## src/rtl/host_spi_sample_slave.sv

```systemverilog
// rtl/host_spi_sample_slave.sv - SPI mode-0 slave: one status byte plus one I/Q pair per chip-select frame,
// all in master_clk with oversampled SPI pins.
module host_spi_sample_slave #(
  parameter int SAMPLE_WIDTH = 12,
  parameter int LEVEL_WIDTH  = 5
) (
  input  logic                    master_clk,
  input  logic                    reset,
  input  logic                    spi_clk,
  input  logic                    spi_cs_n,
  input  logic                    spi_simo,
  output logic                    spi_somi,
  input  logic                    s_valid,
  output logic                    s_ready,
  input  logic [SAMPLE_WIDTH-1:0] s_i,
  input  logic [SAMPLE_WIDTH-1:0] s_q,
  input  logic [LEVEL_WIDTH-1:0]  fifo_level,
  input  logic                    rx_overrun,
  output logic [7:0]              cmd_data,
  output logic                    cmd_strobe,
  output logic                    underrun,
  output logic                    busy
);

  localparam int FRAME_BITS = 8 + 2 * SAMPLE_WIDTH;
  localparam int CNT_W      = $clog2(FRAME_BITS + 1);

  typedef enum logic [2:0] {IDLE, LOAD, SHIFT, DONE, WAIT_CS} state_t;

  // [1] is the synchronized pin, [2] the history bit used for edge detection
  logic [2:0] sclk_sync_q, sclk_sync_d;
  logic [2:0] cs_sync_q, cs_sync_d;
  logic [1:0] simo_sync_q, simo_sync_d;

  state_t                  state_q, state_d;
  logic [CNT_W-1:0]        cnt_q, cnt_d;
  logic [FRAME_BITS-1:0]   shift_q, shift_d;
  logic [7:0]              cmd_sr_q, cmd_sr_d;
  logic                    byte_done_q, byte_done_d;
  logic                    somi_q, somi_d;
  logic [7:0]              cmd_data_q, cmd_data_d;
  logic                    cmd_strobe_q, cmd_strobe_d;
  logic                    underrun_q, underrun_d;
  logic                    busy_q, busy_d;

  logic [4:0] level5;
  logic       sclk_rise, sclk_fall, cs_fall, cs_rise;
  logic       underrun_set;

  if (LEVEL_WIDTH >= 5) begin : g_level_trunc
    assign level5 = fifo_level[4:0];
  end else begin : g_level_pad
    assign level5 = {{(5 - LEVEL_WIDTH){1'b0}}, fifo_level};
  end

  assign sclk_rise = sclk_sync_q[1] & ~sclk_sync_q[2];
  assign sclk_fall = ~sclk_sync_q[1] & sclk_sync_q[2];
  assign cs_fall   = ~cs_sync_q[1] & cs_sync_q[2];
  assign cs_rise   = cs_sync_q[1] & ~cs_sync_q[2];

  always_comb begin
    sclk_sync_d  = {sclk_sync_q[1:0], spi_clk};
    cs_sync_d    = {cs_sync_q[1:0], spi_cs_n};
    simo_sync_d  = {simo_sync_q[0], spi_simo};
    state_d      = state_q;
    cnt_d        = cnt_q;
    shift_d      = shift_q;
    cmd_sr_d     = cmd_sr_q;
    byte_done_d  = 1'b0;
    somi_d       = somi_q;
    cmd_data_d   = cmd_data_q;
    cmd_strobe_d = 1'b0;
    underrun_d   = underrun_q;
    underrun_set = 1'b0;

    case (state_q)
      IDLE: begin
        somi_d = 1'b0;
        if (cs_fall) state_d = LOAD;
      end
      LOAD: begin
        // status reports the underrun flag as it stood before this frame
        shift_d = {s_valid, rx_overrun, underrun_q, level5,
                   s_valid ? {s_i, s_q} : {(2 * SAMPLE_WIDTH){1'b0}}};
        somi_d  = s_valid;
        cnt_d   = '0;
        underrun_set = ~s_valid;
        state_d = SHIFT;
      end
      SHIFT: begin
        if (sclk_rise) begin
          cmd_sr_d = {cmd_sr_q[6:0], simo_sync_q[1]};
          cnt_d    = cnt_q + CNT_W'(1);
          if (cnt_q == CNT_W'(7)) byte_done_d = 1'b1;
          if (cnt_q == CNT_W'(FRAME_BITS - 1)) state_d = DONE;
        end else if (sclk_fall && cnt_q < CNT_W'(FRAME_BITS)) begin
          shift_d = shift_q << 1;
          somi_d  = shift_q[FRAME_BITS-2];
        end
      end
      DONE: begin
        if (sclk_fall) somi_d = 1'b0;
      end
      WAIT_CS: begin
        somi_d = 1'b0;
        if (cs_rise) state_d = IDLE;
      end
      default: state_d = IDLE;
    endcase

    if (cs_rise && (state_q == LOAD || state_q == SHIFT || state_q == DONE)) begin
      state_d = IDLE;
      somi_d  = 1'b0;
    end

    if (byte_done_q) begin
      cmd_data_d   = cmd_sr_q;
      cmd_strobe_d = 1'b1;
      if (cmd_sr_q[0]) underrun_d = 1'b0;
    end
    if (underrun_set) underrun_d = 1'b1;

    busy_d = (state_d != IDLE);
  end

  always_ff @(posedge master_clk) begin
    sclk_sync_q <= sclk_sync_d;
    cs_sync_q   <= cs_sync_d;
    simo_sync_q <= simo_sync_d;
    if (reset) begin
      // a frame already in progress is sat out rather than joined midway
      state_q      <= cs_sync_q[1] ? IDLE : WAIT_CS;
      cnt_q        <= '0;
      shift_q      <= '0;
      cmd_sr_q     <= '0;
      byte_done_q  <= 1'b0;
      somi_q       <= 1'b0;
      cmd_data_q   <= '0;
      cmd_strobe_q <= 1'b0;
      underrun_q   <= 1'b0;
      busy_q       <= 1'b0;
    end else begin
      state_q      <= state_d;
      cnt_q        <= cnt_d;
      shift_q      <= shift_d;
      cmd_sr_q     <= cmd_sr_d;
      byte_done_q  <= byte_done_d;
      somi_q       <= somi_d;
      cmd_data_q   <= cmd_data_d;
      cmd_strobe_q <= cmd_strobe_d;
      underrun_q   <= underrun_d;
      busy_q       <= busy_d;
    end
  end

  assign s_ready    = (state_q == LOAD) && s_valid;
  assign spi_somi   = somi_q;
  assign cmd_data   = cmd_data_q;
  assign cmd_strobe = cmd_strobe_q;
  assign underrun   = underrun_q;
  assign busy       = busy_q;

endmodule

```

## config.mk

```make
export PLATFORM = sky130hd
export DESIGN_NAME = host_spi_sample_slave
export DESIGN_NICKNAME = d
export VERILOG_FILES = /design/src/rtl/host_spi_sample_slave.sv
export SDC_FILE = /design/constraint.sdc
export NUM_CORES = 1
export LEC_CHECK = 0
export ABC_AREA = 1
export CAP_MARGIN = 20
export CORE_ASPECT_RATIO = 0.5
export CORE_MARGIN = 2
export CORE_UTILIZATION = 27
export DETAILED_ROUTE_END_ITERATION = 10
export PLACE_DENSITY = 0.43
export SYNTH_ARGS = -nofsm -noshare
export SYNTH_HDL_FRONTEND = slang
export SYNTH_SLANG_ARGS = --single-unit
```

## constraint.sdc

```tcl
create_clock -name master_clk -period 1.5 [get_ports master_clk]
set_clock_uncertainty 0.05 [all_clocks]
set_input_delay 0.45 -clock master_clk [delete_from_list [all_inputs] [get_ports master_clk]]
set_output_delay 0.45 -clock master_clk [all_outputs]
set_load 0.1 [all_outputs]
```

After elaboration in Yosys (flattened, before gate mapping)

Cells that the tools add are included.

Register bits after elaboration: 69
Bits of input ports: 36
Output and inout port bits: 13

Add/subtract/negate cells: 1
Order comparisons: 1
Eq/ne operators: 10
Muxes and demuxes: 24
Bitwise logic cells: 11
Reduce and logical (&&, ||, !) cells: 19

Operator list:

| operator            | count |
|---|---|
| $mux 31             | 2 |
| $pmux 31 s2         | 1 |
| $mux 24             | 1 |
| $mux 3              | 7 |
| $pmux 3 s5          | 1 |
| $pmux 6 s2          | 1 |
| $mux 1              | 9 |
| $ne 2x2->1 const B  | 4 |
| $not 1->1           | 7 |
| $add 6x1->6 const B | 1 |
| $eq 3x2->1 const B  | 2 |
| $eq 6x3->1 const B  | 1 |
| $eq 6x5->1 const B  | 1 |
| $lt 6x6->1 const B  | 1 |
| $mux 6              | 1 |
| $reduce_and 2->1    | 3 |
| $reduce_bool 2->1   | 3 |
| $and 1x1->1         | 4 |
| $pmux 1 s4          | 1 |
| $reduce_and 4->1    | 1 |
| $reduce_bool 4->1   | 1 |
| $reduce_or 2->1     | 2 |
| $eq 3x1->1 const B  | 1 |
| $eq 3x3->1 const B  | 1 |
| 6 further kinds     | 9 |

Logic depth before layout (Yosys ltp)

Word-level depth: 6
Depth in mapped cells: 9

Worst setup path before layout

OpenSTA, ideal clock, no wires.

Path type: input port to output port
Start: input s_valid
End: output s_ready
Arrival time: 2314 ps
Path slack: -1314 ps
Stages: 4
Buffers on the path: 2
Path through: clkbuf_1 > clkbuf_1 > inv_1 > nor2_1

Cells in the longest elaborated chain, start to end: 1

RTL lines:

| what              | RTL line | RTL |
|---|---|---|
| start, declared   | 13       | `input logic s_valid,` |
| $logic_and 1x1->1 | 156      | `assign s_ready = (state_q == LOAD) && s_valid;` |
| end, declared     | 14       | `output logic s_ready,` |

Every way passes these cells.

Final worst setup path

Start: register state_q[0]
End: output s_ready

Cells in the longest elaborated chain, start to end: 2

RTL lines:

| what                   | RTL line | RTL |
|---|---|---|
| start, declared        | 35       | `state_t state_q, state_d;` |
| start signal, assigned | 132      | `state_q <= cs_sync_q[1] ? IDLE : WAIT_CS;` |
| start signal, assigned | 143      | `state_q <= state_d;` |
| $eq 3x1->1             | 156      |  |
| $logic_and 1x1->1      | 156      |  |

Every way passes these cells.

==> flow_summary.ini <==
[critical_path]
crit_fanout = 2
cp-start-kind = register
worstPathArrival_ns = 1.16
r2r_cells = 11
worstSetupPathType = register to output port
r2r_start = state_q[0]
crit_required_ns = 1.00
end_kind = output port
r2r_slack_ns = -0.15
r2r_end = shift_q[13]

[route]
first_pass_iters = 5
routedWlPerCell_um = 12.4
drt_iter0_drc = 105
vias = 2990
drc_errors = 0
routed_wl_um = 8510
final_antenna_net_count = 0
vias_per_cell = 4.35

[global_route]
grt_use_total = 0.125
grt_max_degree = 62
grt_pass1_wl_um = 12200
antenna_found_initial = 0
first_global_vias = 2645
globalRouteOverflowTotal = 0

[layout]
area.growth.synth_to_final_pct = 59.0
layout_commonest_cell = nor2_1
fillers = 1147
final_cells = 687
drive_gt1_frac = 0.279
antenna_cells = 0
final_nets = 574
final_cell_mix = nor2_1 (80), nand2_1 (74), dfxtp_1 (66), inv_1 (43), clkdlybuf4s50_1 (34)

[synthesis]
yosysSeqAreaShare = 0.445
yosys_register_bits = 69
syn_area_per_cell_um2 = 6.88
yosys.cell_types.count = 25
synth_nets = 488
netlist_instances = 451
synthesis.area_mm2 = 0.00310
yosysWarnings = 0

[sta]
fin_tns_setup_ns = -3.59
max_freq_mhz = 602
slew_viol_final = 0
tightest_slew_ns = 0.394
fin_crit_sh = 1.11
rsz0062_at_grt = yes
worst_slack_ns = -0.160
setup_violations = 42
min_period_ns = 1.66
slew_headroom = 0.737
hold_violations = 0

[hold_path]
hold_path.class = register to register
hp-start = cs_sync_q[0]
hold_path_depth = 0
hold_end = cs_sync_q[1]

[placed_design]
io_buffer_count = 48
post-place-cells = 653
hpwl_um = 4910
place_congestion = 0.739

[power_and_ir_drop]
irDropWorstVdd_mv = 0.521
p_leak_nw = 2.21
power_density_mw_per_mm2 = 990

[floorplan]
die_x_um = 156
start_util = 0.279
ios = 49
design.core.area_mm2 = 0.0111
num_rows = 27
die_y_um = 79.8
die_area_mm2 = 0.0124

[clock_network]
clock_latency_ns = 0.33
cts.sinks = 69
cts_tree = yes
h-tree-depth = 3
path_clk_slew_ns = 0.05
clockBufferDepth = 2
numCtsBuffers = 9
root_buffer = clkbuf_16

[outcome]
outcome = finished with violations
violations = setup timing

[job]
cap_viol_max_count = 0
[where the power goes]
| group | internal [mW] | leakage (nW) | switching [mW] |
|---|---|---|---|
| logic | 0.389 | 1.49 | 0.414 |
| registers | 1.92 | 0.563 | 0.0337 |
| clock network | 1.33 | 0.152 | 0.803 |
| total | 3.64 | 2.21 | 1.25 |
[registers in the layout, indices dropped and copies added, names as in the netlist]
register / count
shift_q: 31
cmd_data: 8
cmd_sr_q: 8
cnt_q: 6
cs_sync_q: 3
sclk_sync_q: 3
state_q: 3
simo_sync_q: 2
busy: 1
byte_done_q: 1
cmd_strobe: 1
spi_somi: 1
underrun: 1
[kinds of logic after synthesis]
kind of cell | count (synthesis) | share of synthesized area
flops | 69 | 0.445
buf+inv | 70 | 0.104
fa+ha+maj | 1 | 0.00403
simple gates | 252 | 0.351
compound gates | 59 | 0.0959
[metrics by stage]
| step | utilization | worst slack (ns) | total power, mW | hold WS (ns) | instance area [um2] |
|---|---|---|---|---|---|
| after floorplan | - | -0.223 | 2.38 | 0.260 | 3130 |
| after global placement | 0.368 | -0.368 | 2.63 | 0.260 | 4090 |
| after detailed placement | 0.368 | -0.363 | 2.63 | 0.263 | 4090 |
| after CTS | 0.398 | -0.196 | 4.79 | 0.276 | 4430 |
| after global routing | 0.444 | -0.230 | 5.13 | 0.284 | 4930 |
| final | 0.444 | -0.160 | 4.89 | 0.273 | 4930 |
[cell type report]
| class | instances | area, um2 | area share |
|---|---|---|---|
| clock buffer | 10 | 239 | 0.0484 |
| tap | 145 | 181 | 0.0368 |
| multi-input combinational | 313 | 1660 | 0.336 |
| timing repair buffer | 96 | 1220 | 0.247 |
| clock inverter | 6 | 62.6 | 0.0127 |
| inverter | 48 | 185 | 0.0375 |
| sequential | 69 | 1390 | 0.281 |
[Yosys cell counts, drive strengths merged]
cell    count  area, um2
a21boi      1       7.51
inv        46        173
o21ai      48        240
nand3      38        203
ha          1       12.5
clkinv      2       7.51
dfxtp      69       1380
clkbuf     11       42.5
nand4       2       12.5
nor2      107        414
nor3        3       15.0
a21oi      10       50.1
nand2     102        447
buf        11       98.8
[worst max-delay path, cell delays in order, from the launching register on]
cell and delay, ns:
dfxtp_2 0.34, inv_4 0.04, nor2_4 0.10, nand2_4 0.07, nor2_4 0.10, buf_12 0.18
[metal layers]
| metal | up-vias | wire length [um] | GRT usage |
|---|---|---|---|
| li1 | 1589 | - | - |
| met4 | 0 | 62 | 0.0358 |
| met2 | 39 | 3600 | 0.197 |
| met1 | 1357 | 4540 | 0.162 |
| met3 | 5 | 302 | 0.0451 |
| met5 | - | 0 | 0 |
[what timing repair did]
item | in CTS | in global routing
pin swaps | 3 | 38
endpoints found under the setup margin | 1 | 47
buffers inserted | 4 | 4
endpoints found under the hold margin | 0 | 0
hold buffers | 0 | 0
resized for setup | 5 | 89
gates cloned | 0 | 10
[worst max path at each step]
stage,startpoint,end,slack [ns],cells past startpoint
6_report,state_q[0],s_ready,-0.16,5
3_3_place_gp,s_valid,s_ready,-0.37,5
4_1_cts,state_q[0],s_ready,-0.20,5
5_1_grt,state_q[0],shift_q[13],-0.23,11
2_1_floorplan,s_valid,s_ready,-0.22,4
3_5_place_dp,s_valid,s_ready,-0.36,5
No activity file was read; power rests on OpenSTA's default activity.
